===== src/rtl/switch_reduce_pkg.sv =====
// Shared constants for the switch reduction block: light bit positions and reset light value.
// Latency: none (package only).
// Backpressure: none (package only).
package switch_reduce_pkg;

  // Bit positions inside the 3-bit lights vector
  localparam int LIGHT_NAND = 2;
  localparam int LIGHT_NOR  = 1;
  localparam int LIGHT_XNOR = 0;

  // Reduction of an all-zero vector: NAND=1, NOR=1, XNOR=1
  localparam logic [2:0] LIGHTS_RESET = 3'b111;

endpackage


===== src/rtl/switch_debouncer.sv =====
// One-bit switch conditioner: 2-flop synchroniser followed by a consecutive-cycle debounce counter.
// Latency: a clean change appears on stable DEBOUNCE_CYCLES+2 edges after it is first sampled.
// Backpressure: none; free-running every cycle, synchronous active-high reset.
module switch_debouncer #(
  parameter int DEBOUNCE_CYCLES = 16
) (
  input  logic clk,
  input  logic reset,
  input  logic raw,
  output logic stable
);

  localparam int CW = $clog2(DEBOUNCE_CYCLES + 1);
  localparam logic [CW-1:0] CNT_LAST = CW'(DEBOUNCE_CYCLES - 1);

  logic          sync1;
  logic          sync2;
  logic [CW-1:0] cnt;
  logic          stable_q;

  // Two-stage synchroniser for the asynchronous switch level
  always_ff @(posedge clk) begin
    if (reset) begin
      sync1 <= 1'b0;
      sync2 <= 1'b0;
    end else begin
      sync1 <= raw;
      sync2 <= sync1;
    end
  end

  // Accept a new level only after it has differed from stable for DEBOUNCE_CYCLES consecutive cycles;
  // any return to the stable level before that clears the count (bounce rejection)
  always_ff @(posedge clk) begin
    if (reset) begin
      cnt      <= '0;
      stable_q <= 1'b0;
    end else if (sync2 == stable_q) begin
      cnt <= '0;
    end else if (cnt == CNT_LAST) begin
      stable_q <= sync2;
      cnt      <= '0;
    end else begin
      cnt <= cnt + 1'b1;
    end
  end

  assign stable = stable_q;

endmodule


===== src/rtl/switch_reduce_debounced.sv =====
// Debounced switch bank reduced to NAND/NOR/XNOR lights, with freeze (hold) and change strobe.
// Latency: clean input change to lights in DEBOUNCE_CYCLES+3 edges; lights combinational from debounced.
// Backpressure: hold freezes the output register while debouncers keep running; optional
// event_count port exists only when SR_EVENT_COUNT_EN is defined.
module switch_reduce_debounced
  import switch_reduce_pkg::*;
#(
  parameter int WIDTH           = 4,
  parameter int DEBOUNCE_CYCLES = 16,
  parameter int CNT_W           = 8
) (
  input  logic             clk,
  input  logic             reset,
  input  logic [WIDTH-1:0] switches,
  input  logic             hold,
  output logic [WIDTH-1:0] debounced,
  output logic [2:0]       lights,
  output logic             changed
`ifdef SR_EVENT_COUNT_EN
  ,
  output logic [CNT_W-1:0] event_count
`endif
);

  logic [WIDTH-1:0] stable;
  logic [WIDTH-1:0] debounced_q;
  logic             changed_q;

  // One independent conditioner per switch bit
  for (genvar i = 0; i < WIDTH; i++) begin : g_bit
    switch_debouncer #(
      .DEBOUNCE_CYCLES(DEBOUNCE_CYCLES)
    ) u_debouncer (
      .clk   (clk),
      .reset (reset),
      .raw   (switches[i]),
      .stable(stable[i])
    );
  end

  // Output register: follows the debounced bits unless frozen; strobes when the value moves
  always_ff @(posedge clk) begin
    if (reset) begin
      debounced_q <= '0;
      changed_q   <= 1'b0;
    end else if (hold) begin
      changed_q   <= 1'b0;
    end else begin
      debounced_q <= stable;
      changed_q   <= (stable != debounced_q);
    end
  end

  // Pure reductions of the registered vector, no extra latency
  always_comb begin
    lights             = LIGHTS_RESET;
    lights[LIGHT_NAND] = ~&debounced_q;
    lights[LIGHT_NOR]  = ~|debounced_q;
    lights[LIGHT_XNOR] = ~^debounced_q;
  end

  assign debounced = debounced_q;
  assign changed   = changed_q;

`ifdef SR_EVENT_COUNT_EN
  localparam logic [CNT_W-1:0] EVENT_MAX = '1;

  logic [CNT_W-1:0] event_q;

  // Saturating count of change strobes
  always_ff @(posedge clk) begin
    if (reset) begin
      event_q <= '0;
    end else if (changed_q && (event_q != EVENT_MAX)) begin
      event_q <= event_q + 1'b1;
    end
  end

  assign event_count = event_q;
`endif

endmodule


===== config.mk =====
export PLATFORM = sky130hd
export DESIGN_NAME = switch_reduce_debounced
export DESIGN_NICKNAME = d
export VERILOG_FILES = /design/src/rtl/switch_reduce_pkg.sv /design/src/rtl/switch_debouncer.sv /design/src/rtl/switch_reduce_debounced.sv
export SDC_FILE = /design/constraint.sdc
export NUM_CORES = 1
export LEC_CHECK = 0
export CAP_MARGIN = 20
export CORE_MARGIN = 2
export CORE_UTILIZATION = 58
export CTS_CLUSTER_SIZE = 28
export DETAILED_ROUTE_END_ITERATION = 10
export PLACE_DENSITY = 0.91
export SLEW_MARGIN = 5
export SYNTH_ARGS = -nofsm -noshare
export SYNTH_HDL_FRONTEND = slang
export SYNTH_SLANG_ARGS = --single-unit

===== constraint.sdc =====
create_clock -name clk -period 2.3 [get_ports clk]
set_input_delay 0.46 -clock clk [delete_from_list [all_inputs] [get_ports clk]]
set_output_delay 0.46 -clock clk [all_outputs]
set_load 0.02 [all_outputs]

==> metrics.cfg, run 1 <==
[outcome]
status=completed

[die]
fp-row-count=18
initial_core_util_pct=59.9
die_x_um=53.9
ioPinCount=15
placeableCoreArea_sq_um=2410
die_h_um=53.9
dieArea_sq_um=2900

[cts]
clk_pin_slew_ps=100
cts_tree=yes
ctsLongestPathBuffers=2
cts_max_level=2
ctsRootBufferMaster=clkbuf_4
clock_sinks=37
clk-insertion-delay-late_ps=340
cts-buffers-inserted=5

[routing]
ant_nets=0
dr.pass1.iters=2
vias=923
wl_per_cell_um=11.7
via_per_inst=4.86
first_iter_violations=16
wl_um=2230
drc=0

[critical_path]
critical_path_arrival_ps=1700
cp-startpoint=debounced[0]$_SDFFE_PP0N_
worstPathCellList=inv_1 > ha_1 > and2_1 > clkdlybuf4s50_1
crit_fanout=5
crit_slowest_cell=clkdlybuf4s50_1
reg2reg_from=g_bit[0].u_debouncer.cnt[0]$_SDFF_PP0_
critPathCaptureType=primary output
worstPathRequired_ps=1840
path_class=reg -> out
slowest_delay_ps=530
start_kind=register

[hold_path]
hold_path.class=reg -> reg
hp-start=g_bit[1].u_debouncer.cnt[0]$_SDFF_PP0_

[logic_synthesis]
seq_area_frac_synth_pct=51.3
netlist_area_sq_um=1440
synth_cell_type_count=17
syn_inst=141
syn_nets=160
yosys_warnings=0
syn_area_per_cell_sq_um=10.2
synth-seq-cells=37

[placed_design]
dp_hpwl_um=1670
io_buffers=14
place_congestion=0.638
place_area_sq_um=1620

[sta]
setup_tns_ps=0
slew_violations=0
fmax_ghz=0.464
hold_violations=0
finalCritPeriodShare_pct=93.8
maxSlewHeadroom_pct=71.0
rsz0062_at_grt=false
finalSetupViolCount=0
fin_crit_ps=2160
tightest_slew_ps=434
skew_ps=5.90

[pwr]
leakage_nw=0.679
power_density_nw_per_um2=617
total_power_mw=1.03
peakVddDrop_v=0.000606

[global_routing]
gr-usage-all-layers_pct=16.6
grt_pass1_wl_um=3210
overflow=0
met2_usage_pct=28.9
top_usage_layer=met2
grt_max_degree=13
grt_use_met3_pct=6.67
grt_pass1_vias=833
grt_antenna_before_repair=0
gr-usage-met1_pct=15.2

[final_layout]
multi_input_area_sq_um=646
final_nets=179
syn_to_final_growth_pct=15.7
layout_commonest_cell=dfxtp_1
fillers=178
register_area_sq_um=741
finalInstanceArea_sq_um=1670
drive_gt1_share_pct=6.88
diodes=0
final_cell_mix=dfxtp_1, nor2_1, clkdlybuf4s50_1, inv_1, ha_1
post-route-util_pct=69.3

[run]
drv_cap=0

worst max-delay path, delay by kind of cell, from the launching register on:
family / cells / cell delay, ps
simple gates: 1 / 150
flops: 1 / 430
fa+ha+maj: 1 / 180
buf+inv: 2 / 600
power by group:
part	leakage, nW	total, mW	internal [mW]	switching, mW
clock network	0.0314	0.342	0.144	0.198
logic	0.348	0.0342	0.0198	0.0143
registers	0.300	0.654	0.649	0.00464
total	0.679	1.03	0.813	0.217
final timing paths:
path / to / slack, ps / depth (start not counted)
worst min register to register: g_bit[1].u_debouncer.cnt[0]$_SDFF_PP0_ / 450 / 1
worst max register to register: g_bit[0].u_debouncer.cnt[3]$_SDFF_PP0_ / 750 / 5
worst max-delay path: lights[1] / 140 / 4
worst min-delay path: g_bit[1].u_debouncer.cnt[0]$_SDFF_PP0_ / 450 / 1
cells by family after synthesis:
family                     after synthesis  share of synthesized area, %
buffers and inverters                   15                          3.99
DFF                                     37                          51.3
xor gates and xnor gates                17                          10.3
adders and majority gates               12                          10.4
muxes                                    8                          5.55
and+or+nand+nor                         52                          18.5
metal layers:
| layer | wire [um] | up-vias |
|---|---|---|
| li1 | - | 481 |
| met1 | 951 | 422 |
| met2 | 1130 | 13 |
| met3 | 84 | 7 |
| met4 | 63 | 0 |
| met5 | 0 | - |
repair_timing:
| item | CTS | global route |
|---|---|---|
| endpoints found under the setup margin | 1 | 0 |
| buffers inserted | 0 | 0 |
| hold buffers | 0 | 0 |
| gates resized for setup | 1 | 0 |
final cells by class:
cell class | count | area share (%)
clock buffer | 7 | 3.30
inverter | 12 | 2.70
multi-input combinational | 89 | 38.7
sequential | 37 | 44.3
tap | 30 | 2.25
timing repair buffer | 15 | 8.76
per-stage QoR:
stage	setup WS (ps)	std cells	hold slack [ps]
floorplan	579	141	414
global placement	344	183	419
detailed placement	291	183	439
CTS	121	190	455
global route	66.2	190	469
finish	143	190	453
sequential cells by signal, summed over array words and instances (netlist names):
| signal | count |
|---|---|
| g_bit.u_debouncer.sync2 | 4 |
| g_bit.u_debouncer.sync1 | 4 |
| changed | 1 |
| g_bit.u_debouncer.stable | 4 |
| g_bit.u_debouncer.cnt | 20 |
| debounced | 4 |
cells in the mapped netlist, drive strengths merged:
| library cell | number | area, sq um |
|---|---|---|
| clkbuf | 2 | 7.51 |
| or3 | 4 | 45.0 |
| dfxtp | 37 | 741 |
| nor2 | 28 | 105 |
| buf | 1 | 5.00 |
| and2 | 1 | 6.26 |
| nor2b | 8 | 50.1 |
| nor3 | 1 | 5.00 |
| mux2i | 8 | 80.1 |
| ha | 12 | 150 |
| nand3 | 4 | 20.0 |
| nor4 | 1 | 6.26 |
| xor2 | 8 | 70.1 |
| inv | 12 | 45.0 |
| nand2 | 1 | 3.75 |
| and3 | 4 | 25.0 |
| xnor2 | 9 | 78.8 |
No activity file was read; power rests on OpenSTA's default activity.
==> run 2, diff against run 1 <==
--- a/config.mk
+++ b/config.mk
@@ -7,10 +7,10 @@
 export LEC_CHECK = 0
 export CAP_MARGIN = 20
 export CORE_MARGIN = 2
-export CORE_UTILIZATION = 58
+export CORE_UTILIZATION = 54
 export CTS_CLUSTER_SIZE = 28
 export DETAILED_ROUTE_END_ITERATION = 10
-export PLACE_DENSITY = 0.91
+export PLACE_DENSITY = 0.86
 export SLEW_MARGIN = 5
 export SYNTH_ARGS = -nofsm -noshare
 export SYNTH_HDL_FRONTEND = slang
==> constraint.sdc (replaced) <==
create_clock -name clk -period 2.48 [get_ports clk]
set_input_delay 0.496 -clock clk [delete_from_list [all_inputs] [get_ports clk]]
set_output_delay 0.496 -clock clk [all_outputs]
set_load 0.02 [all_outputs]
==> run 2 against run 1 <==
Compared with the run above:
- critical path depth unchanged
- highest routed layer unchanged
- register-to-register slack better by 190 ps
- via count is 0.65% higher
==> metrics.cfg, run 2 (synthesis results as in run 1) <==
[sta]
skew_ps=11.1  ; +5.19 ps
rsz0062_at_grt=false
finalSetupViolCount=0  ; unchanged
slew_violations=0  ; unchanged
setup_tns_ps=0  ; unchanged
fin_crit_ps=2200
hold_violations=0  ; unchanged
maxSlewHeadroom_pct=64.0  ; -7.0 points
fmax_ghz=0.456
tightest_slew_ps=539  ; +104 ps
finalCritPeriodShare_pct=88.5

[pwr]
leakage_nw=0.681  ; +0.25%
peakVddDrop_v=0.000476  ; -21%
power_density_nw_per_um2=566  ; -8.3%
total_power_mw=0.947  ; -8.1%

[die]
die_h_um=55.7  ; +3.4%
dieArea_sq_um=3100  ; +6.8%
fp-row-count=18  ; unchanged
initial_core_util_pct=57.8  ; -2.2 points
die_x_um=55.7  ; +3.4%
placeableCoreArea_sq_um=2500  ; +3.7%
ioPinCount=15  ; unchanged

[global_routing]
grt_antenna_before_repair=0  ; unchanged
overflow=0  ; unchanged
gr-usage-all-layers_pct=17.2  ; +0.60 points
grt_pass1_wl_um=3990  ; +24%
grt_max_degree=15  ; +2
grt_pass1_vias=977  ; +17%

[final_layout]
fillers=200  ; +12%
largest_reg_flops=20  ; unchanged
layout_commonest_cell=dfxtp_1
final_cell_mix=dfxtp_1, nor2_1, clkdlybuf4s50_1, inv_1, ha_1
drive_gt1_share_pct=6.88  ; unchanged
register_area_sq_um=741  ; unchanged
regMostFlops=g_bit.u_debouncer.cnt
multi_input_area_sq_um=646  ; unchanged
diodes=0  ; unchanged
syn_to_final_growth_pct=15.9
final_nets=179  ; unchanged

[cts]
ctsRootBufferMaster=clkbuf_4
clk-insertion-delay-late_ps=330  ; about the same
clk_pin_slew_ps=100  ; about the same
ctsResizeCount=0  ; -1
cts-buffers-inserted=5  ; unchanged
cts_setup_buffers=0  ; unchanged
ctsLongestPathBuffers=2  ; unchanged
cts_tree=yes
cts_max_level=2  ; unchanged
holdBufCountCts=0  ; unchanged
clock_sinks=37  ; unchanged

[run]
drv_cap=0  ; unchanged

[hold_path]
hold_path.class=reg -> reg
hold_depth=1  ; unchanged

[critical_path]
cp-startpoint=debounced[2]$_SDFFE_PP0N_
start_kind=register
cp-endpoint=lights[1]
regToRegSetupSlack_ps=940  ; +190 ps
r2r.worst_path.cells=5  ; unchanged
r2r_end=g_bit[2].u_debouncer.cnt[3]$_SDFF_PP0_
worstPathRequired_ps=1980  ; +140 ps
path_class=reg -> out
critPathCaptureType=primary output
reg2reg_from=g_bit[2].u_debouncer.cnt[0]$_SDFF_PP0_
crit_fanout=5  ; unchanged
critical_path_arrival_ps=1700  ; about the same

[routing]
wl_um=2190  ; -2.0%
via_per_inst=4.89  ; +0.65%
ant_nets=0  ; unchanged
dr.pass1.iters=3  ; +1
first_iter_violations=18  ; +2
wl_per_cell_um=11.5  ; -2.0%
vias=929  ; +0.65%
drc=0  ; unchanged

[outcome]
status=completed

[placed_design]
dp_hpwl_um=1690  ; +1.5%
place_congestion=0.848  ; +33%
io_buffers=14  ; unchanged

[run 2: cell count changes in the layout (fill, tap and decap cells not counted)]
cell	previous run	this run
dlymetal6s2s_1	0	1
dlygate4sd2_1	1	0
[run 2: metal layers]
layer  vias to the layer above  wire length, um  GRT usage (%)
li1                        480                -              -
met1                       428              829           15.1
met2                        13             1180           31.8
met3                         8               92           6.98
met4                         0               84           10.8
met5                         -                0              0
[run 2: cell type report]
| type | count | share of cell area, % |
|---|---|---|
| Tap cell | 30 | 2.24 |
| Multi-Input combinational cell | 89 | 38.6 |
| Clock buffer | 7 | 3.29 |
| Timing Repair Buffer | 15 | 8.97 |
| Sequential cell | 37 | 44.2 |
| Inverter | 12 | 2.69 |
[run 2: worst min path at each step]
stage                                            from                                      to
2_1_floorplan   g_bit[0].u_debouncer.sync1$_SDFF_PP0_   g_bit[0].u_debouncer.sync2$_SDFF_PP0_
3_3_place_gp    g_bit[0].u_debouncer.sync1$_SDFF_PP0_   g_bit[0].u_debouncer.sync2$_SDFF_PP0_
3_5_place_dp   g_bit[0].u_debouncer.cnt[0]$_SDFF_PP0_  g_bit[0].u_debouncer.cnt[0]$_SDFF_PP0_
4_1_cts        g_bit[0].u_debouncer.cnt[0]$_SDFF_PP0_  g_bit[0].u_debouncer.cnt[0]$_SDFF_PP0_
5_1_grt         g_bit[2].u_debouncer.sync1$_SDFF_PP0_   g_bit[2].u_debouncer.sync2$_SDFF_PP0_
6_report       g_bit[0].u_debouncer.cnt[0]$_SDFF_PP0_  g_bit[0].u_debouncer.cnt[0]$_SDFF_PP0_
[run 2: critical path, cell delays in order (launching register included)]
cell and delay (ps):
dfxtp_1 430, inv_1 70, ha_1 200, and2_1 140, clkdlybuf4s50_1 540
[run 2: power by group]
group          switching (mW)  internal [mW]  leakage (nW)
Clock                   0.176          0.134        0.0314
Sequential            0.00373          0.602         0.300
Combinational          0.0128         0.0185         0.350
[run 2: through the flow]
| stage | std cells | area, sq um | worst slack, ps | hold slack, ps | util, % |
|---|---|---|---|---|---|
| 2_1_floorplan | 141 | 1440 | 723 | 414 | - |
| 6_report | 190 | 1670 | 285 | 449 | 67.0 |
| 4_1_cts | 190 | 1670 | 29.2 | 450 | 66.9 |
| 5_1_grt | 190 | 1670 | 161 | 465 | 67.0 |
| 3_3_place_gp | 183 | 1620 | 485 | 420 | 64.7 |
| 3_5_place_dp | 183 | 1620 | 414 | 436 | 64.7 |
